### config.mk
export PLATFORM = sky130hd
export DESIGN_NAME = bool_sweep_engine
export DESIGN_NICKNAME = d
export VERILOG_FILES = /design/src/rtl/bool_sweep_engine.sv
export SDC_FILE = /design/constraint.sdc
export NUM_CORES = 1
export LEC_CHECK = 0
export ABC_AREA = 1
export CAP_MARGIN = 20
export CORE_UTILIZATION = 49
export CTS_CLUSTER_SIZE = 30
export DETAILED_ROUTE_END_ITERATION = 12
export PLACE_DENSITY = 0.88
export SLEW_MARGIN = 25
export SYNTH_ARGS = -nofsm -noshare
export SYNTH_HDL_FRONTEND = slang
export SYNTH_SLANG_ARGS = --single-unit
### constraint.sdc
create_clock -name clk -period 1.9 [get_ports clk]
set_input_delay 0.475 -clock clk [delete_from_list [all_inputs] [get_ports clk]]
set_output_delay 0.475 -clock clk [all_outputs]
set_load 0.01 [all_outputs]
### src/rtl/bool_sweep_engine.sv
// Exhaustive sweep engine: walks all 2^N input vectors of a loadable truth
// table in ascending order, one registered result per cycle, and counts the ones.
module bool_sweep_engine #(
  parameter int                 N        = 4,
  parameter logic [(1<<N)-1:0]  TT_RESET = 16'h8AAA
) (
  input  logic                clk,
  input  logic                rst,
  input  logic                tt_load,
  input  logic [(1<<N)-1:0]   tt_in,
  input  logic                start,
  input  logic                pause,
  output logic [N-1:0]        vec_out,
  output logic                f_out,
  output logic                valid,
  output logic [N:0]          ones_cnt,
  output logic                busy,
  output logic                done
);

  localparam logic [1:0] IDLE  = 2'd0;
  localparam logic [1:0] SWEEP = 2'd1;
  localparam logic [1:0] DONE  = 2'd2;

  localparam logic [N-1:0] LAST_IDX = {N{1'b1}};
  localparam logic [N-1:0] IDX_ONE  = {{(N-1){1'b0}}, 1'b1};

  logic [1:0]        state;
  logic [N-1:0]      idx;
  logic [(1<<N)-1:0] tt;

  // NOTE: all state here updates with non-blocking assignments so every
  // register samples the values from before the edge, regardless of order.
  always_ff @(posedge clk) begin
    if (rst) begin
      state    <= IDLE;
      idx      <= '0;
      // NOTE: the truth table is a flat register, not a RAM, so it can and
      // must take its reset value here; a reset mid-sweep discards any load.
      tt       <= TT_RESET;
      vec_out  <= '0;
      f_out    <= 1'b0;
      valid    <= 1'b0;
      ones_cnt <= '0;
      busy     <= 1'b0;
      done     <= 1'b0;
    end else begin
      valid <= 1'b0;
      done  <= 1'b0;
      case (state)
        IDLE: begin
          // A simultaneous load and start sweeps the freshly loaded table.
          if (tt_load) tt <= tt_in;
          if (start) begin
            state    <= SWEEP;
            idx      <= '0;
            ones_cnt <= '0;
            busy     <= 1'b1;
          end
        end
        SWEEP: begin
          if (!pause) begin
            vec_out  <= idx;
            f_out    <= tt[idx];
            valid    <= 1'b1;
            ones_cnt <= ones_cnt + {{N{1'b0}}, tt[idx]};
            idx      <= idx + IDX_ONE;
            if (idx == LAST_IDX) state <= DONE;
          end
        end
        DONE: begin
          // vec_out, f_out and ones_cnt keep the final result until restart.
          done  <= 1'b1;
          busy  <= 1'b0;
          state <= IDLE;
        end
        default: state <= IDLE;
      endcase
    end
  end

endmodule

* Word-level counts from Yosys, hierarchy flattened *
Index checks and enable logic that the tools add are counted.
Widths: inputs -> output; s select.

storage, ports and cells
  bits in registers = 35
  input port bits = 21
  output and inout port bits = 13
  logic and storage cells = 45

cells by class
  mux-type cells = 16
  bitwise operators = 2
  equality and inequality tests = 6
  reductions and logical operators = 9
  order comparisons = 1
  add/sub/neg operators = 2

operators by type and width
  kind                 number
  $mux 5               2
  $pmux 5 s2           1
  $mux 4               2
  $pmux 4 s2           1
  $mux 2               3
  $ne 2x2->1 const B   3
  $reduce_and 2->1     3
  $reduce_and 3->1     2
  $add 5x1->5          1
  $lt 4x5->1 const B   1
  $add 4x1->4 const B  1
  $bmux 1 s4           1
  $eq 4x4->1 const B   1
  $mux 1               4
  $pmux 2 s2           1
  $reduce_bool 2->1    2
  $eq 2x1->1 const B   1
  $eq 2x2->1 const B   1
  $logic_not 2->1      1
  $not 1->1            2
  $pmux 1 s2           1
  $reduce_or 2->1      1

* Longest topological paths before layout *
Gate-level depths: netlist of the first run.

  depth in word-level cells = 5
  mapped depth = 16
  gate-level depth less buffers = 16

* Least setup slack after synthesis of the first run *
OpenSTA, ideal clock, no wires.

  kind = register -> register
  start = register idx[0]
  end = register ones_cnt[4]
  path slack = 0.238 ns
  period minus slack after synthesis = 1.662 ns
  buffers on the path = 1
  setup time = 0.064 ns
  data required time = 1.836 ns
  arrival = 1.598 ns
  stages on the path, launching flop included = 16
  cell sequence = dfxtp_1 buf_4 nor2_1 nor2_1 nand2_1 nand3_1 nand3_1 nand2_1 ha_1 ha_1 inv_1 nor3_4 nand2_1 nand2_1 inv_1 nor2_1

between the ends
  longest elaborated chain between the ends = 5

ends and longest elaborated chain
  element                       RTL line  source
  start: declaration            29        logic [N-1:0] idx;
  start signal: assignment      67        idx <= idx + IDX_ONE;
  $bmux 1 s4                    66        ones_cnt <= ones_cnt + {{N{1'b0}}, tt[idx]};
  $mux 1 (not written as such)  66
  $add 5x1->5                   66
  $mux 5                        62        if (!pause) begin
  $pmux 5 s2                    50        case (state)
  end signal: assignment        66
  end: declaration              16        output logic [N:0] ones_cnt,

No other way between the ends. The select of a mux whose other input is x is not followed.
A chain may end at the register's enable or synchronous reset.

* Worst setup path after layout of the first run *
Ends and elaborated chain as after synthesis.

==> results of run 1 <==
## per-layer routing
metal  GRT usage (%)  share of wire (%)
met1           28.69                 46
met2           32.84                 47
met3           4.615                5.8
met4           10.20                2.0
met5               0                  0
## power by group
part | internal (mW) | switching [mW] | total, mW
Sequential | 0.777 | 0.0229 | 0.800
Clock | 0.171 | 0.231 | 0.402
Combinational | 0.127 | 0.139 | 0.267
Total | 1.08 | 0.393 | 1.47
## what timing repair did
action                                  CTS  global route
resized for setup                         1            23
endpoints found under the setup margin    1             2
buffers inserted                          0             0
pin swaps                                 0            14
## cells by family after synthesis
| kind of cell | after synthesis | share of synthesized area [%] |
|---|---|---|
| adders and majority gates | 3 | 2.393 |
| AOI/OAI and AO/OA | 45 | 16.19 |
| buffers and inverters | 44 | 11.40 |
| and+or+nand+nor | 85 | 25.36 |
| DFF | 35 | 44.66 |
## how the worst min path moves through the flow
stage                      start     end  slack, ns  cells after the start
after CTS                 tt[14]  tt[14]       0.46                      2
after detailed placement  tt[14]  tt[14]       0.45                      2
after floorplan           tt[13]  tt[13]       0.43                      2
final                     tt[12]  tt[12]       0.46                      2
after global placement    tt[13]  tt[13]       0.44                      2
after global routing        busy    busy       0.49                      2
## registers in the layout (all words and copies together), names as in the netlist
name      count
idx           4
state         2
tt           16
done          1
ones_cnt      5
f_out         1
vec_out       4
busy          1
valid         1
## critical path: stages (launching register included)
cell and delay [ns]:
dfxtp_4 0.39, buf_8 0.14, nand2_2 0.07, nand3_2 0.08, nand2_2 0.07, nand2_1 0.06, nand2_1 0.06, inv_1 0.05
nand2_1 0.07, ha_2 0.20, ha_4 0.14, inv_4 0.04, nor3_4 0.20, nand2_1 0.08, nand2_1 0.07, inv_1 0.04
nor2_1 0.06
## layout by cell type, fill, tap and decap left out
master | Yosys | routed
dfxtp_1 | 35 | 34
clkdlybuf4s50_1 | 0 | 33
nand2_1 | 37 | 32
inv_1 | 33 | 30
nor2_1 | 21 | 21
a21oi_1 | 15 | 15
o21ai_0 | 14 | 14
nand2_2 | 4 | 8
nand3_1 | 13 | 7
o211ai_1 | 7 | 7
nand3_2 | 0 | 6
o21ai_1 | 5 | 5
clkbuf_4 | 0 | 5
inv_2 | 3 | 4
inv_4 | 1 | 3
nor2_4 | 3 | 3
buf_4 | 1 | 3
nand2_4 | 1 | 2
nor3_1 | 2 | 2
o21a_1 | 2 | 2
or2_2 | 1 | 1
or2_1 | 1 | 1
nor3_4 | 1 | 1
and3_1 | 1 | 1
a21oi_2 | 1 | 1
a22oi_1 | 1 | 1
ha_1 | 3 | 1
ha_2 | 0 | 1
ha_4 | 0 | 1
clkbuf_8 | 0 | 1
clkinv_2 | 0 | 1
dfxtp_4 | 0 | 1
buf_8 | 0 | 1
buf_12 | 0 | 1
## stage by stage
stage,setup slack (ns),utilization (%),TNS (ns)
6_report,0.04240,68.85,0
5_1_grt,-0.1162,68.85,-0.1185
4_1_cts,0.05682,66.31,0
3_5_place_dp,-0.03836,64.43,-0.03836
3_3_place_gp,0.09321,64.43,0
2_1_floorplan,0.2385,-,0
## layout make-up
cell class,count,share of cell area [%]
Timing Repair Buffer,38,18.45
Tap cell,44,2.619
Sequential cell,35,33.51
Clock buffer,6,2.440
Clock inverter,1,0.2381
Inverter,37,6.964
Multi-Input combinational cell,133,35.77
==> impl_metrics.ini, run 1 <==
[worst_setup_path]
worstSetupStartpointType = flip-flop
crit_type = flip-flop to flip-flop
cp-startpoint = idx[0]
reg2reg_to = ones_cnt[4]
r2r_slack_ns = 0.04
r2r_start = idx[0]
cp-end-kind = flip-flop
cp_max_fo = 8
crit_required_ns = 2.18
endpoint = ones_cnt[4]
cp_data_arrival_time_ns = 2.14
rr_worst_depth = 16

[power_and_ir_drop]
ir_drop_uv = 380.2
p_total_mw = 1.469
p_leak_nw = 0.9199
powerDensity_mw_per_mm2 = 699.0

[finish]
ff_latch_area_um2 = 704.4
finalInstanceArea_mm2 = 0.002102
multi_input_area_um2 = 752.0
fin_nets = 274
fin_cells = 294
syn2layout_area_growth_pct = 33.97
diodes = 0
nFillCells = 249
drive_gt1_share_pct = 17.60

[clock_network]
cts_max_path_buffers = 2
cts_tree = yes
ctsHoldBuffers = 0
clock_latency_ns = 0.33
cts_buffers = 5
cts.sink_count = 35
cts.reportedPaths.clkPinSlew_ns = 0.10
cts_root_buf = clkbuf_4
htreeDepth = 2

[synth]
yosys_warnings = 0
synthTopCellsByCount = nand2_1 (37), dfxtp_1 (35), inv_1 (33)
synth_nets = 236
synth_top_cell_by_area = dfxtp_1
synth_area_leaders = dfxtp_1 (45%), nand2_1 (8.9%), inv_1 (7.9%)
synth_edf_count = 0
ys_seq_area_share_pct = 44.66
synthCells = 212
synth_top_cell_area_share_pct = 44.66
yosysUniqueCellTypes = 25
synth_flop_cell = dfxtp_1
synth_seq_cells = 35
synth.avg_cell_area_um2 = 7.401
async_flop_share_pct = 0
syn_area_mm2 = 0.001569
yosysMostFrequentCell = nand2_1

[drt]
drc = 0
dr.pass1.iters = 4
num_vias = 1474
postRouteAntennaNets = 0
drtIter0Drc = 58
routed_wl_mm = 3.379
viasPerCell = 5.014
wl_per_cell_um = 11.49

[timing]
fmax_ghz = 0.5383
setup_viol = 0
tightest_slew_ns = 0.3675
hold_viol_final = 0
maxSlewHeadroom_pct = 75.41
fin_crit_ns = 1.858
rsz0062_at_grt = true
post-route-period-util_pct = 97.77
drv_slew = 0
fin_worst_skew_ns = 0.007937
whs_ns = 0.4621

[global_routing]
antenna_found_initial = 0
grt_overflow_total = 0
grtUsageTotal_pct = 21.39
grt_pass1_wl_mm = 5.526
grt_max_degree = 25
grt_pass1_vias = 1290

[floorplanning]
pin_count = 34
core_mm2 = 0.003053
initial_core_util_pct = 51.39
dieArea_mm2 = 0.003432
num_rows = 20
dieWidth_um = 58.59
fp.dieH_um = 58.59

[outcome]
status = completed

[min_path]
hold_class = flip-flop to flip-flop

[placed_design]
portBuffers = 33
gp_congestion = 0.8759
placedCellCount = 287
placed_area_mm2 = 0.001967
hpwl_mm = 2.364

[job]
max_cap_violations = 0
Power figures use the tool's default switching activity.
==> run 2: changes to the inputs <==
--- a/config.mk
+++ b/config.mk
@@ -6,7 +6,7 @@
 export NUM_CORES = 1
 export LEC_CHECK = 0
 export ABC_AREA = 1
-export CAP_MARGIN = 20
+export CAP_MARGIN = 40
 export CORE_UTILIZATION = 49
 export CTS_CLUSTER_SIZE = 30
 export DETAILED_ROUTE_END_ITERATION = 12
==> results of run 2 <==
Same layout as run 1: the final DEF is identical, and so are final timing and power.
==> run 3: changes to the inputs <==
--- a/config.mk
+++ b/config.mk
@@ -10,7 +10,7 @@
 export CORE_UTILIZATION = 49
 export CTS_CLUSTER_SIZE = 30
 export DETAILED_ROUTE_END_ITERATION = 12
-export PLACE_DENSITY = 0.88
+export PLACE_DENSITY = 0.84
 export SLEW_MARGIN = 25
 export SYNTH_ARGS = -nofsm -noshare
 export SYNTH_HDL_FRONTEND = slang
==> impl_metrics.ini, run 3 (synthesis results as in run 1) <==
[clock_network]
cts.sink_count = 35
cts_root_buf = clkbuf_4
ctsHoldBuffers = 0
htreeDepth = 2
clock_latency_ns = 0.33
cts_max_path_buffers = 2
cts_tree = yes
cts_buffers = 5
cts.reportedPaths.clkPinSlew_ns = 0.10

[floorplanning]
initial_core_util_pct = 51.39
core_mm2 = 0.003053
dieWidth_um = 58.59
fp.dieH_um = 58.59
num_rows = 20
dieArea_mm2 = 0.003432
pin_count = 34

[finish]
final_cell_mix = nand2_1 (35), dfxtp_1 (34), clkdlybuf4s50_1 (33)
fin_cells = 297
post-route-util_pct = 67.87
ff_latch_area_um2 = 704.4
regMostFlops = tt
layout_commonest_cell = nand2_1
syn2layout_area_growth_pct = 32.06
diodes = 0
nFillCells = 259
top_regs = tt x16, ones_cnt x5
largest_reg_flops = 16
multi_input_area_um2 = 724.4
fin_nets = 277
drive_gt1_share_pct = 14.62

[worst_setup_path]
crit_required_ns = 1.42
r2r_slack_ns = 0.11
cp_num_buf_inv = 1
worstSetupStartpointType = flip-flop
rr_worst_depth = 14
cp_max_fo = 4
reg2reg_to = ones_cnt[4]
r2r_start = idx[0]
slowest_stage = clkdlybuf4s50_1
crit_type = flip-flop to output port
path_delay_family = buffers and inverters
cp-end-kind = output port
cp_data_arrival_time_ns = 1.35
crit_chain = clkdlybuf4s50_1
cpPeakStageDelay_ns = 0.57

[timing]
whs_ns = 0.4616
fin_crit_ns = 1.823
rsz0062_at_grt = true
post-route-period-util_pct = 95.96
setup_ws_ns = 0.07683
setup_viol = 0
fmax_ghz = 0.5485
drv_slew = 0
maxSlewHeadroom_pct = 73.10
tightest_slew_ns = 0.4021
fin_worst_skew_ns = 0.005756
hold_viol_final = 0

[drt]
wl_per_cell_um = 10.70
postRouteAntennaNets = 0
drtIter0Drc = 45
num_vias = 1447
dr.pass1.iters = 6
routed_wl_mm = 3.178
viasPerCell = 4.872
drc = 0

[min_path]
hold_path_depth = 2
hold_start = tt[14]
hold_path_end = tt[14]
hold_class = flip-flop to flip-flop

[outcome]
status = completed

[placed_design]
hpwl_mm = 2.242
portBuffers = 33
gp_congestion = 0.8520
placedCellCount = 288
dpl_worst_slack_ns = 0.005899

[global_routing]
grt_max_degree = 25
grtUsageTotal_pct = 19.90
grt_pass1_vias = 1274
grt_pass1_wl_mm = 5.230
grt_overflow_total = 0
antenna_found_initial = 0

[power_and_ir_drop]
ir_drop_uv = 556.6
p_leak_nw = 0.9071
p_total_mw = 1.456
powerDensity_mw_per_mm2 = 702.7

[job]
max_cap_violations = 0
run 3: worst max path at each step:
stage,from,endpoint,slack (ns),cells past startpoint
floorplan,idx[0],ones_cnt[4],0.24,15
global placement,idx[0],ones_cnt[4],0.11,14
detailed placement,idx[0],ones_cnt[4],0.006,13
CTS,idx[0],ones_cnt[4],0.003,13
global route,idx[0],ones_cnt[4],-0.05,16
finish,ones_cnt[1],ones_cnt[1],0.08,1
run 3: metrics by stage:
| stage | setup TNS [ns] | area [µm²] |
|---|---|---|
| 2_1_floorplan | 0 | 1569 |
| 3_3_place_gp | 0 | 1962 |
| 3_5_place_dp | 0 | 1962 |
| 4_1_cts | 0 | 2018 |
| 5_1_grt | -0.04953 | 2072 |
| 6_report | 0 | 2072 |
run 3: power by group:
| group | switching (mW) | total, mW | internal [mW] |
|---|---|---|---|
| sequential | 0.0215 | 0.799 | 0.777 |
| clock | 0.229 | 0.401 | 0.171 |
| combinational | 0.133 | 0.256 | 0.123 |
run 3: area by class of cell:
type | instances | area share, %
sequential | 35 | 34.00
clock inverter | 1 | 0.2415
multi-input combinational | 133 | 34.96
tap | 44 | 2.657
clock buffer | 6 | 2.476
timing repair buffer | 41 | 18.84
inverter | 37 | 6.824
run 3: what timing repair did:
item,4_1_cts,5_1_grt
setup endpoints to repair,0,4
resized for setup,0,10
buffers inserted,0,2
run 3: metal layers:
layer	GRT usage (%)	share of wire [%]
met1	26.07	47
met2	31.53	46
met3	4.835	5.9
met4	8.163	1.4
met5	0	0
